**config.mk**
```make
export PLATFORM = sky130hd
export DESIGN_NAME = fft_out_reorder
export DESIGN_NICKNAME = d
export VERILOG_FILES = /design/src/rtl/fft_out_reorder.sv
export SDC_FILE = /design/constraint.sdc
export NUM_CORES = 1
export LEC_CHECK = 0
export ABC_AREA = 1
export CORE_MARGIN = 4
export CORE_UTILIZATION = 40
export CTS_BUF_LIST = sky130_fd_sc_hd__clkbuf_2
export DETAILED_ROUTE_END_ITERATION = 12
export REMOVE_ABC_BUFFERS = 1
export SYNTH_ARGS = -nofsm -noshare
export SYNTH_HDL_FRONTEND = slang
export SYNTH_SLANG_ARGS = --single-unit
```
**constraint.sdc**
```tcl
create_clock -name iclk -period 5.23 [get_ports iclk]
set_clock_uncertainty 0.1 [all_clocks]
set_input_delay 1.046 -clock iclk [delete_from_list [all_inputs] [get_ports iclk]]
set_output_delay 1.046 -clock iclk [all_outputs]
set_load 0.01 [all_outputs]
```
**src/rtl/fft_out_reorder.sv**
```systemverilog
//----------------------------------------------------------------------------
// fft_out_reorder
//
// Output reorder buffer for the last FFT stage. Each incoming frame is
// captured into one half of a ping-pong RAM at its (optionally bit-reversed)
// index. Every completed frame is replayed as one gap-free burst in natural
// bin order, with start/end-of-frame markers.
//
// Ports:
//   iclk   in   clock, rising edge
//   rst_n  in   asynchronous active-low reset
//   ien    in   input sample valid
//   iaddr  in   input sample index [N_STG-1:0]
//   idata  in   input sample {re, im} [DW-1:0]
//   oen    out  output sample valid
//   oaddr  out  natural-order bin index [N_STG-1:0]
//   odata  out  output sample [DW-1:0]
//   osop   out  high with bin 0 of a burst
//   oeop   out  high with bin L-1 of a burst
//   oerr   out  one-cycle pulse on a frame resync
//   oovf   out  sticky overflow flag
//   omag   out  re*re + im*im [DW-1:0] (only with FFT_REORDER_MAG_EN)
//
// Build option: define FFT_REORDER_MAG_EN to add omag and one extra
// output pipeline stage (latency T+3 instead of T+2).
//----------------------------------------------------------------------------
`timescale 1ns/1ps
module fft_out_reorder #(
    parameter int unsigned N_STG   = 3,
    parameter int unsigned DW      = 32,
    parameter int unsigned BIT_REV = 1
) (
    input  logic             iclk,
    input  logic             rst_n,
    input  logic             ien,
    input  logic [N_STG-1:0] iaddr,
    input  logic [DW-1:0]    idata,
    output logic             oen,
    output logic [N_STG-1:0] oaddr,
    output logic [DW-1:0]    odata,
    output logic             osop,
    output logic             oeop,
    output logic             oerr,
    output logic             oovf
`ifdef FFT_REORDER_MAG_EN
    ,
    output logic [DW-1:0]    omag
`endif
);

    localparam int unsigned L = 1 << N_STG;

    typedef enum logic {RD_IDLE, RD_READ} rd_state_e;

    function automatic logic [N_STG-1:0] bitrev(input logic [N_STG-1:0] a);
        logic [N_STG-1:0] r;
        r = '0;
        for (int unsigned i = 0; i < N_STG; i++) r[i] = a[N_STG-1-i];
        return r;
    endfunction

    logic [DW-1:0]    mem [0:2*L-1];
    logic [DW-1:0]    ram_q;

    logic             wbank_q, wbank_d;
    logic [N_STG-1:0] wcnt_q, wcnt_d;
    logic [1:0]       full_q, full_d;
    logic             oerr_q, oerr_d;
    logic             ovf_q;
    logic             resync, frame_done, ovf_set;
    logic [N_STG-1:0] waddr;

    rd_state_e        state_q, state_d;
    logic             rbank_q, rbank_d;
    logic [N_STG-1:0] raddr_q, raddr_d;
    logic             rd_issue, clr_full, load, load_bank;

    logic             rv_q;
    logic [N_STG-1:0] ra_q;
    logic             s2_en_q, s2_sop_q, s2_eop_q;
    logic [N_STG-1:0] s2_addr_q;
    logic [DW-1:0]    s2_data_q;

    // ---------------- write side ----------------
    always_comb begin
        resync     = ien && (iaddr == '0) && (wcnt_q != '0);
        frame_done = ien && !resync && (wcnt_q == '1);
        waddr      = (BIT_REV != 0) ? bitrev(iaddr) : iaddr;
        wcnt_d     = wcnt_q;
        wbank_d    = wbank_q;
        oerr_d     = 1'b0;
        if (ien) begin
            if (resync) begin
                wcnt_d = N_STG'(1);
                oerr_d = 1'b1;
            end else if (frame_done) begin
                wcnt_d  = '0;
                wbank_d = ~wbank_q;
            end else begin
                wcnt_d = wcnt_q + 1'b1;
            end
        end
    end

    // ---------------- read FSM ----------------
    // IDLE also looks at a frame completing this very edge, so the first
    // read is issued one cycle after the last write (first oen at T+2).
    always_comb begin
        state_d   = state_q;
        rbank_d   = rbank_q;
        raddr_d   = raddr_q;
        rd_issue  = 1'b0;
        clr_full  = 1'b0;
        load      = 1'b0;
        // Both banks full: the bank about to be written is the older one.
        load_bank = (full_q == 2'b11) ? wbank_q :
                    (full_q != 2'b00) ? full_q[1] : wbank_q;
        case (state_q)
            RD_IDLE: begin
                if ((full_q != 2'b00) || frame_done) begin
                    load    = 1'b1;
                    state_d = RD_READ;
                    rbank_d = load_bank;
                    raddr_d = '0;
                end
            end
            RD_READ: begin
                rd_issue = 1'b1;
                raddr_d  = raddr_q + 1'b1;
                if (raddr_q == '1) begin
                    clr_full = 1'b1;
                    state_d  = RD_IDLE;
                end
            end
            default: state_d = RD_IDLE;
        endcase
    end

    // Overflow: the other bank still holds an unread frame; drop it.
    always_comb begin
        ovf_set = frame_done && full_q[~wbank_q] &&
                  !((state_q == RD_READ) && (rbank_q == ~wbank_q)) &&
                  !(load && (load_bank == ~wbank_q));
        full_d = full_q;
        if (clr_full)   full_d[rbank_q]  = 1'b0;
        if (ovf_set)    full_d[~wbank_q] = 1'b0;
        if (frame_done) full_d[wbank_q]  = 1'b1;
    end

    always_ff @(posedge iclk or negedge rst_n) begin
        if (!rst_n) begin
            wbank_q <= 1'b0;
            wcnt_q  <= '0;
            full_q  <= '0;
            oerr_q  <= 1'b0;
            ovf_q   <= 1'b0;
            state_q <= RD_IDLE;
            rbank_q <= 1'b0;
            raddr_q <= '0;
        end else begin
            wbank_q <= wbank_d;
            wcnt_q  <= wcnt_d;
            full_q  <= full_d;
            oerr_q  <= oerr_d;
            ovf_q   <= ovf_q | ovf_set;
            state_q <= state_d;
            rbank_q <= rbank_d;
            raddr_q <= raddr_d;
        end
    end

    // ---------------- RAM (no reset) ----------------
    always_ff @(posedge iclk) begin
        if (ien)      mem[{wbank_q, waddr}] <= idata;
        if (rd_issue) ram_q <= mem[{rbank_q, raddr_q}];
    end

    // ---------------- output pipeline ----------------
    always_ff @(posedge iclk or negedge rst_n) begin
        if (!rst_n) begin
            rv_q      <= 1'b0;
            ra_q      <= '0;
            s2_en_q   <= 1'b0;
            s2_sop_q  <= 1'b0;
            s2_eop_q  <= 1'b0;
            s2_addr_q <= '0;
            s2_data_q <= '0;
        end else begin
            rv_q     <= rd_issue;
            ra_q     <= raddr_q;
            s2_en_q  <= rv_q;
            s2_sop_q <= rv_q && (ra_q == '0);
            s2_eop_q <= rv_q && (ra_q == '1);
            if (rv_q) begin
                s2_addr_q <= ra_q;
                s2_data_q <= ram_q;
            end
        end
    end

    assign oerr = oerr_q;
    assign oovf = ovf_q;

`ifdef FFT_REORDER_MAG_EN
    logic signed [DW/2-1:0] re_h, im_h;
    logic signed [DW-1:0]   re_x, im_x, re_sq, im_sq;
    logic [DW-1:0]          mag_c;
    logic                   o3_en_q, o3_sop_q, o3_eop_q;
    logic [N_STG-1:0]       o3_addr_q;
    logic [DW-1:0]          o3_data_q, o3_mag_q;

    // The sum of two squared DW/2-bit signed values always fits in DW bits.
    always_comb begin
        re_h  = s2_data_q[DW-1:DW/2];
        im_h  = s2_data_q[DW/2-1:0];
        re_x  = {{(DW/2){re_h[DW/2-1]}}, re_h};
        im_x  = {{(DW/2){im_h[DW/2-1]}}, im_h};
        re_sq = re_x * re_x;
        im_sq = im_x * im_x;
        mag_c = $unsigned(re_sq) + $unsigned(im_sq);
    end

    always_ff @(posedge iclk or negedge rst_n) begin
        if (!rst_n) begin
            o3_en_q   <= 1'b0;
            o3_sop_q  <= 1'b0;
            o3_eop_q  <= 1'b0;
            o3_addr_q <= '0;
            o3_data_q <= '0;
            o3_mag_q  <= '0;
        end else begin
            o3_en_q  <= s2_en_q;
            o3_sop_q <= s2_sop_q;
            o3_eop_q <= s2_eop_q;
            if (s2_en_q) begin
                o3_addr_q <= s2_addr_q;
                o3_data_q <= s2_data_q;
                o3_mag_q  <= mag_c;
            end
        end
    end

    assign oen   = o3_en_q;
    assign osop  = o3_sop_q;
    assign oeop  = o3_eop_q;
    assign oaddr = o3_addr_q;
    assign odata = o3_data_q;
    assign omag  = o3_mag_q;
`else
    assign oen   = s2_en_q;
    assign osop  = s2_sop_q;
    assign oeop  = s2_eop_q;
    assign oaddr = s2_addr_q;
    assign odata = s2_data_q;
`endif

endmodule

```
==> impl_results.md, run 1 <==
* Result of the run: complete, no violations
* Number of antenna violations at the first check in global routing at 1
* Post-synthesis cell area at roughly 23,000 um2
* TritonCTS Buffers at approximately 150
* Starting density of the core at 0.404
* Ports placed on the boundary at 78
* Post-route cell area at about 26,000 um2
* Post-detailed-route count of antenna-violating nets at 0
* Net count reported at finish at about 1,900
* Count of different cell masters after synthesis at 27
* Count of clock tree sinks at ~600
* TritonCTS clock tree: yes
* Worst slack at placement at between 1000 and 1500 ps
* Core outline area at about 58,000 um2
* Die boundary height at roughly 250 um
* Clk buf depth at 3
* Number of global-route vias before repair at approximately 14,000
* Critical Path Sink Type: primary output
* Post-route minimum period at between 3000 and 4000 ps
* Row count at 88
* Largest vdd supply drop at 0.353 mV
* Drc violations at 0
* Final routed wirelength across all metal layers at around 57,000 um
* Mean routed wirelength per cell at approximately 21 um
* Global-route wire length before repair at around 86,000 um
* Setup repair after global routing missed its margin: false
* Vias/cell at between 5 and 6
* Number of max-cap violations at 0
* Largest family of logic cells by synthesized area: compound AO/OA/AOI/OAI gates
* Detailed-route via count at roughly 15,000
* Grt ovf at 0
* Cell chosen for the clock root: sky130_fd_sc_hd__clkbuf_2
* Required time of the worst setup path at around 4100 ps
* Fraction of layout cells with a size suffix above 1 at 0.147
* Placed wire-length estimate after detailed placement at approximately 29,000 um
* Worst path setup slack after routing at around 1900 ps
* Count of buffers inserted at the top-level ports at 77
* Worst setup path class: reg2out
* Cell area after placement at between 20,000 and 25,000 um2
* Power Density at a little over 500 nW/um2
* Share of the synthesized netlist area taken by xor and xnor gates at 0.000377
* Flop and latch count out of synthesis at 599
* Crit path DAT at 2210 ps
* Post-synthesis sequential area ratio at 0.762
* Die footprint at about 62,000 um2
* Total count of max-transition violations in the final report at 0
* Setup-violating endpoint count in the final report at 0
* Synthesis-to-layout area growth at 12.4%
* Worst path cell trace: clkdlybuf4s50_1
* Die span in x at between 200 and 250 um
* Maximum number of pins on one net before global-route repair at 170
* Maximum fanout along the worst path at 2
* Max Fclk at around 0.30 GHz
* Aggregate global-route resource usage at 0.181
* Worst hold path class: in2async
* Delay of the slowest cell on the worst path at about 560 ps
* DR iter-0 viols at 1,332
* Quantity of gates resized following cts at 0
* Share of the synthesized area in compound gates (AO/OA/AOI/OAI) at 0.118
* Slowest library cell on the worst path: sky130_fd_sc_hd__clkdlybuf4s50_1
* CP bufs+invs at 1
* Synthesized-area fraction occupied by and/or/nand/nor cells at 0.0817
* Worst-case headroom to the max-slew limit at 0.0767
* Final-layout worst hold slack at roughly 330 ps
* Placer's final routability congestion estimate at 0.770
* Warnings, synthesis at 0
* Mean Syn Cell Area at around 13 um2
* Kind of cell adding the most delay to the critical path: buffers and inverters
* Period Utilization, post-route at 0.642
* Number of endpoints with negative hold slack in the final report at 0
* Clock-pin transition on the worst setup and hold timing paths at 110 ps
* Adder and majority gate portion of the synthesized area at 0.00269
* Iteration count of the initial detailed-routing pass at 5
* Gate count of the mapped netlist at roughly 1,700
* Cell leakage power at between 0.009 and 0.01 uW
* Clock insertion delay at the later pin of the skew report at 1280 ps
* Number of levels in the clock H-tree at 4
* Worst-Margin Slew at about 1400 ps
* Sort of element at the start of the critical path: flop
* Mux contribution to synthesized area at 0
layout make-up:
cell class	instances	area, um2
flip-flops and latches	599	17700
repair buffers	98	953
multi-input cells	961	4830
clock buffers	221	1110
inverters	51	199
fillers	5227	31500
diodes	1	2.50
clock inverters	52	345
well taps	765	957
cell usage in the layout, fill, tap and decap left out, types with 3 or more instances in the layout:
cell,n
sky130_fd_sc_hd__dfrtp_2,3
sky130_fd_sc_hd__nor2_4,15
sky130_fd_sc_hd__clkinv_2,5
sky130_fd_sc_hd__o211ai_1,74
sky130_fd_sc_hd__nand3_1,39
sky130_fd_sc_hd__dfrtp_4,3
sky130_fd_sc_hd__ha_1,5
sky130_fd_sc_hd__edfxtp_1,544
sky130_fd_sc_hd__clkinv_1,32
sky130_fd_sc_hd__inv_1,48
sky130_fd_sc_hd__nor2_1,271
sky130_fd_sc_hd__buf_4,19
sky130_fd_sc_hd__inv_2,9
sky130_fd_sc_hd__a21oi_1,33
sky130_fd_sc_hd__nand2_1,156
sky130_fd_sc_hd__o21ai_1,17
sky130_fd_sc_hd__o221ai_1,54
sky130_fd_sc_hd__clkbuf_2,221
sky130_fd_sc_hd__dfrtp_1,49
sky130_fd_sc_hd__o21ai_0,287
sky130_fd_sc_hd__clkdlybuf4s50_1,76
sky130_fd_sc_hd__bufinv_16,5
per-layer routing:
metal  track usage  share of wire  up-vias
met5             0              0        -
met3        0.0522          0.069       85
met1         0.248           0.44     7278
li1              -              -     6720
met4        0.0572          0.018        0
met2         0.284           0.47      501
through the flow:
stage / setup TNS, ps / util / power (uW) / instances
CTS: 0 / 0.454 / 13500 / 2747
global route: 0 / 0.454 / 14200 / 2748
floorplan: -51830 / - / 8530 / 1611
finish: 0 / 0.454 / 13300 / 2748
global placement: 0 / 0.428 / 10200 / 2473
detailed placement: 0 / 0.428 / 10200 / 2473
repair_timing:
item                                   4_1_cts  5_1_grt
setup buffers                                0        0
endpoints found under the hold margin       55        0
hold buffers                                 1        0
registers in the layout, summed over array words and instances, names as in the netlist:
signal,count
mem,512
odata,32
ram_q,32
oaddr,3
ra_q,3
raddr_q,3
wcnt_q,3
full_q,2
oen,1
oeop,1
oerr,1
oovf,1
osop,1
rbank_q,1
rv_q,1
state_q,1
wbank_q,1
Yosys cell counts (all sizes together):
cell / instances / area (um2)
o211ai: 74 / 556
clkinv: 1 / 3.75
a21o: 1 / 7.51
or2: 1 / 6.26
o221ai: 54 / 473
o21ai: 306 / 1540
buf: 52 / 395
nor2: 286 / 1070
clkbuf: 62 / 233
a21oi: 33 / 165
nand2: 156 / 586
nor4: 2 / 12.5
nand4: 1 / 6.26
edfxtp: 544 / 16300
nand3: 41 / 215
dfrtp: 55 / 1380
inv: 50 / 193
xor2: 1 / 8.76
ha: 5 / 62.6
power breakdown:
part	switching (uW)	internal (uW)
sequential	400	5800
combinational	2620	1240
clock	1880	1390
total	4910	8430
path summary, 6_finish.rpt:
check / cells past startpoint / slack [ps] / endpoint / startpoint
max: 1 / 1870 / odata[26] / odata[26]
min: 2 / 330 / odata[21] / rst_n
max reg2reg: 6 / 2070 / ram_q[27] / raddr_q[1]
min reg2reg: 1 / 340 / osop / ra_q[2]
max in group asynchronous: 2 / 4060 / raddr_q[1] / rst_n
min in group iclk: 1 / 340 / osop / ra_q[2]
kinds of logic after synthesis:
| kind of cell | after synthesis |
|---|---|
| flip-flops | 599 |
| AND/OR/NAND/NOR | 487 |
| AO/OA/AOI/OAI | 468 |
| buffers and inverters | 165 |
| adder cells (fa/ha/maj) | 5 |
| XOR/XNOR | 1 |
(Power assumes the default switching activity.)
==> run 2, diff against run 1 <==
- clock period: 5.23 -> 3.2 ns (I/O delays scaled with it)
==> run 2 against run 1 <==
Sequential power is 60% higher; cell count up 0.47%; wire length is essentially flat; critical endpoint is now odata[3].
==> impl_results.md, run 2 (synthesized netlist as in run 1, its figures left out) <==
* Result of the run: complete, no violations
* Fraction of layout cells with a size suffix above 1 at 0.158 (+0.0106)
* Post-detailed-route count of antenna-violating nets at 0 (unchanged)
* DR iter-0 viols at 1,148 (-14%)
* Internal power at 13,800 uW (+64%)
* Number of antenna violations at the first check in global routing at 2 (+1)
* Clk network pwr share at 0.234 (-0.011)
* Drc violations at 0 (unchanged)
* Cell chosen for the clock root: sky130_fd_sc_hd__clkbuf_2
* Count of fill cells added during filler insertion at 5,151 (-1.5%)
* Origin of the critical flop-to-flop path: raddr_q[1]
* Cell leakage power at 0.00921 uW (+1.9%)
* Cell depth of the worst flop-to-flop path at 6 (unchanged)
* Final-layout worst hold slack at 213 ps (-117 ps)
* CP bufs+invs at 1 (unchanged)
* Kind of cell adding the most delay to the critical path: buffers and inverters
* Combinational cell fraction of total power at 0.310 (+0.020)
* Highest metal layer with signal wires: met5
* Power Density at 820 nW/um2 (+61%)
* Required time of the worst setup path at 2460 ps (-1620 ps)
* Final routed wirelength across all metal layers at 57,000 um (about the same)
* Cell Count Post-Placement at 2,499 (+1.1%)
* Iteration count of the initial detailed-routing pass at 5 (unchanged)
* Starting density of the core at 0.404 (unchanged)
* Vias/cell at 5.32 (+0.20%)
* Terminus of the critical flop-to-flop path: ram_q[15]
* Top library cells by usage in the layout, fill and taps aside: 544 x sky130_fd_sc_hd__edfxtp_1, 287 x sky130_fd_sc_hd__o21ai_0, 271 x sky130_fd_sc_hd__nor2_1, 221 x sky130_fd_sc_hd__clkbuf_2, 156 x sky130_fd_sc_hd__nand2_1
* Pwr Total at 21,700 uW (+63%)
* Clock insertion delay at the later pin of the skew report at 1270 ps (about the same)
* Maximum number of pins on one net before global-route repair at 139 (-18%)
* Die span in x at 249 um (unchanged)
* Number of endpoints with negative hold slack in the final report at 0 (unchanged)
* Critical path launch point: odata[3]
* Count of clock tree sinks at 599 (unchanged)
* Slowest library cell on the worst path: sky130_fd_sc_hd__clkdlybuf4s50_1
* Crit path DAT at 2170 ps (-40 ps)
* Delay of the slowest cell on the worst path at 540 ps (-20 ps)
* Placed wire-length estimate after detailed placement at 30,300 um (+2.8%)
* Worst hold path class: in2reg
* Final Instance Count excl. Fillers at 2,761 (+0.47%)
* Sequential power share at 0.456 (-0.009)
* Most common library cell in the layout ignoring fill and taps: sky130_fd_sc_hd__edfxtp_1
* Max Fclk at 0.344 GHz
* Worst path cell trace: clkdlybuf4s50_1
* Flip-flop count of the largest register after layout at 512 (unchanged)
* Aggregate global-route resource usage at 0.183 (+0.00136)
* Mean routed wirelength per cell at 20.6 um (-0.45%)
* TritonCTS clock tree: yes
* Critical Path Sink Type: primary output
* # Post-CTS Setup Buffers at 0 (unchanged)
* Global-route wire length before repair at 86,900 um (+0.65%)
* Worst-case headroom to the max-slew limit at 0.424 (+0.347)
* Total count of max-transition violations in the final report at 0 (unchanged)
* Met3 routed WL at 3640 um (-7.1%)
* Row count at 88 (unchanged)
* Sw Share at 0.364 (-0.00413)
* TritonCTS Buffers at 147 (-2.6%)
* Number of global-route vias before repair at 14,500 (+1.2%)
* Worst-Margin Slew at 862 ps (-519 ps)
* Grt ovf at 0 (unchanged)
* Number of max-cap violations at 0 (unchanged)
* Total negative slack at 0 ps (unchanged)
* Largest register by flop count: mem
* Synthesis-to-layout area growth at 14.0%
* Sort of element at the start of the critical path: flop
* Critical path depth at 1 (unchanged)
* Post-route minimum period at ~2900 ps
* Setup repair after global routing missed its margin: false
* Period Utilization, post-route at 0.909
* Core outline area at 57,600 um2 (unchanged)
* Setup-violating endpoint count in the final report at 0 (unchanged)
* Wire length on met2 at 26,500 um (-0.97%)
* Net count reported at finish at 1,932 (+1.4%)
* Number of levels in the clock H-tree at 4 (unchanged)
* Critical path endpoint: odata[3]
* Count of buffers inserted at the top-level ports at 77 (unchanged)
* Maximum fanout along the worst path at 2 (unchanged)
* Net switching power at 7910 uW (+61%)
* Largest vdd supply drop at 0.519 mV (+47%)
* Die footprint at 62,000 um2 (unchanged)
* Clock-pin transition on the worst setup and hold timing paths at 110 ps (about the same)
* Worst setup path class: reg2out
* Detailed-route via count at 14,700 (+0.67%)
* Die boundary height at 249 um (unchanged)
* Placer's final routability congestion estimate at 0.754 (-2.0%)
* Minimum setup slack among reg-to-reg paths at 890 ps (-1180 ps)
* Detailed-routing wirelength on met1 at 25,600 um (+1.5%)
* Clk buf depth at 3 (unchanged)
* Ports placed on the boundary at 78 (unchanged)
## run 2: changes by cell type in the layout (fill, tap and decap cells not counted), sizes merged
cell and delta:
clkinv -13, dlygate4sd3 +4, inv -4, diode +1, buf +27, bufinv -1, clkinvlp -1
## run 2: through the flow
stage | util | setup WS, ps | area (um2)
6_report | 0.460 | 291 | 26500
5_1_grt | 0.460 | 69.6 | 26500
4_1_cts | 0.460 | 80.5 | 26500
3_5_place_dp | 0.435 | 308 | 25100
3_3_place_gp | 0.435 | 416 | 25100
2_1_floorplan | - | -3610 | 22600
## run 2: power groups by stage
| stage | logic (uW) | registers [uW] | clock network [uW] |
|---|---|---|---|
| floorplan | 3070 | 10600 | 0 |
| global placement | 6710 | 10100 | 0 |
| detailed placement | 6770 | 10100 | 0 |
| CTS | 6820 | 9930 | 5290 |
| global route | 7530 | 10000 | 5740 |
| finish | 6730 | 9910 | 5090 |
## run 2: timing repair
action | CTS | global route
hold buffers | 6 | 0
gates resized for setup | 0 | 0
endpoints found under the setup margin | 0 | 0
hold endpoints to repair | 58 | 0
## run 2: how the worst min path moves through the flow
stage,start,endpoint,cells past startpoint
floorplan,rst_n,full_q[0],0
global placement,ra_q[2],osop,1
detailed placement,ra_q[2],osop,1
CTS,idata[25],mem[5][25],1
global route,idata[25],mem[6][25],1
finish,idata[8],mem[2][8],1
## run 2: routing by layer
layer	up-vias	track usage
met5	-	0
met4	2	0.0590
met3	107	0.0551
met2	477	0.282
met1	7328	0.251
li1	6768	-
## run 2: final cells by class
class	instances	area, um2	share of cell area
Timing Repair Buffer	129	1430	0.0539
Tap cell	765	957	0.0361
Antenna cell	2	5.00	0.000189
Inverter	51	196	0.00741
Clock buffer	221	1110	0.0417
Clock inverter	33	246	0.00930
Sequential cell	599	17700	0.669
Multi-Input combinational cell	961	4830	0.182
==> run 3, diff against run 2 <==
- CORE_UTILIZATION: 40 -> 63
- PLACE_DENSITY: default -> 0.82
==> run 3 against run 2 <==
Count of clock-buffer cells in the layout down 7; register-to-register slack better by 40 ps; critical path depth unchanged; cell area down 2.0%; largest power group unchanged; critical path type unchanged; largest cell class unchanged.
==> impl_results.md, run 3 (synthesized netlist as in run 1, its figures left out) <==
* Result of the run: complete, no violations
* Placer's final routability congestion estimate at 0.776 (+2.9%)
* Worst-Margin Slew at 886 ps (+23.2 ps)
* Clk buf depth at 3 (unchanged)
* Aggregate global-route resource usage at 0.263 (+0.0806)
* Final routed wirelength across all metal layers at 52,000 um (-8.7%)
* Worst path setup slack after routing at 496 ps (+205 ps)
* Starting density of the core at 0.637 (+0.233)
* Die boundary height at 200 um (-20%)
* Clock-pin transition on the worst setup and hold timing paths at 110 ps (about the same)
* Row count at 70 (-20%)
* Post-route minimum period at 2700 ps (-205 ps)
* # Post-CTS Setup Buffers at 0 (unchanged)
* Die span in x at 200 um (-20%)
* Fraction of layout cells with a size suffix above 1 at 0.147 (-0.0108)
* Cell area after placement at 24,700 um2 (-1.5%)
* Synthesis-to-layout area growth at 11.7%
* Number of levels in the clock H-tree at 4 (unchanged)
* Worst hold path class: reg2reg
* Ports placed on the boundary at 78 (unchanged)
* Crit path DAT at 1960 ps (-210 ps)
* Kind of cell adding the most delay to the critical path: buffers and inverters
* Sort of element at the start of the critical path: flop
* Detailed-route via count at 14,900 (+1.6%)
* Core outline area at 36,500 um2 (-37%)
* TritonCTS Buffers at 145 (-1.4%)
* Number of endpoints with negative hold slack in the final report at 0 (unchanged)
* Number of max-cap violations at 0 (unchanged)
* Total count of max-transition violations in the final report at 0 (unchanged)
* Cell leakage power at 0.00911 uW (-1.1%)
* Cell chosen for the clock root: sky130_fd_sc_hd__clkbuf_2
* Core occupancy in the finished layout at 0.711 (+0.251)
* Worst setup path class: reg2out
* DR iter-0 viols at 1,943 (+69%)
* Number of global-route vias before repair at 15,000 (+3.3%)
* Grt ovf at 0 (unchanged)
* Die footprint at 40,000 um2 (-35%)
* Clock insertion delay at the later pin of the skew report at 1020 ps (-250 ps)
* CP bufs+invs at 1 (unchanged)
* Worst-case headroom to the max-slew limit at 0.410 (-0.0147)
* Top library cells by usage in the layout, fill and taps aside: 544 x sky130_fd_sc_hd__edfxtp_1, 287 x sky130_fd_sc_hd__o21ai_0, 271 x sky130_fd_sc_hd__nor2_1, 214 x sky130_fd_sc_hd__clkbuf_2, 156 x sky130_fd_sc_hd__nand2_1
* Count of buffers inserted at the top-level ports at 77 (unchanged)
* Delay of the slowest cell on the worst path at 570 ps (+30 ps)
* Maximum number of pins on one net before global-route repair at 153 (+10%)
* Worst path cell trace: clkdlybuf4s50_1
* Setup repair after global routing missed its margin: false
* TritonCTS clock tree: yes
* Mean routed wirelength per cell at 21.2 um (+2.7%)
* Vias/cell at 6.08 (+14%)
* Largest vdd supply drop at 0.475 mV (-8.6%)
* Power Density at 819 nW/um2 (-0.17%)
* Max Fclk at 0.370 GHz (+7.6%)
* Quantity of gates resized following cts at 0 (unchanged)
* Critical Path Sink Type: primary output
* Final Instance Count excl. Fillers at 2,453 (-11%)
* Most common library cell in the layout ignoring fill and taps: sky130_fd_sc_hd__edfxtp_1
* Required time of the worst setup path at 2460 ps (about the same)
* Maximum fanout along the worst path at 2 (unchanged)
* Hold-fix buffers, CTS at 2 (-4)
* Global-route wire length before repair at 81,100 um (-6.7%)
* Cell Count Post-Placement at 2,198 (-12%)
* Flip-flop count of the largest register after layout at 512 (unchanged)
* Net count reported at finish at 1,922 (-0.52%)
* Count of clock tree sinks at 599 (unchanged)
* Worst slack at placement at 308 ps (+0.301 ps)
* Iteration count of the initial detailed-routing pass at 5 (unchanged)
* Largest register by flop count: mem
* Setup-violating endpoint count in the final report at 0 (unchanged)
* Total negative slack at 0 ps (unchanged)
* Post-route cell area at 26,000 um2 (-2.0%)
* Slowest library cell on the worst path: sky130_fd_sc_hd__clkdlybuf4s50_1
* Post-detailed-route count of antenna-violating nets at 0 (unchanged)
* Number of antenna violations at the first check in global routing at 2 (unchanged)
* Placed wire-length estimate after detailed placement at 28,100 um (-7.5%)
* Period Utilization, post-route at 0.845 (-0.0641)
* Drc violations at 0 (unchanged)
* Minimum setup slack among reg-to-reg paths at 930 ps (+40 ps)
## run 3: final timing paths
| kind | endpoint | depth (start not counted) | start |
|---|---|---|---|
| setup / recovery | odata[29] | 1 | odata[29] |
| hold / removal | odata[6] | 2 | ram_q[6] |
| setup reg to reg | mem[4][7] | 4 | wbank_q |
| hold reg to reg | odata[6] | 2 | ram_q[6] |
| max in group asynchronous | odata[1] | 4 | rst_n |
| min in group asynchronous | odata[11] | 4 | rst_n |
## run 3: metrics by stage
stage	hold slack, ps	total power (uW)
finish	311	21300
floorplan	244	13700
global placement	316	16400
CTS	213	21300
detailed placement	319	16700
global route	262	22600
## run 3: cell type report
type                    count  area [um2]
well taps                 468         586
diodes                      1        2.50
multi-input cells         961        4830
clock buffers             214        1070
fillers                  2318       10600
inverters                  51         196
flip-flops and latches    599       17700
clock inverters            38         173
repair buffers            121        1380
## run 3: where the power goes
group          total (uW)  switching (uW)  internal, uW
combinational        6660            4460          2200
sequential           9910             433          9480
clock                4680            2830          1850
## run 3: routing by layer
layer / track usage / wire, um
met2: 0.411 / 25200
met3: 0.0608 / 5040
met4: 0.0966 / 1160
met1: 0.372 / 20600
met5: 0 / 13
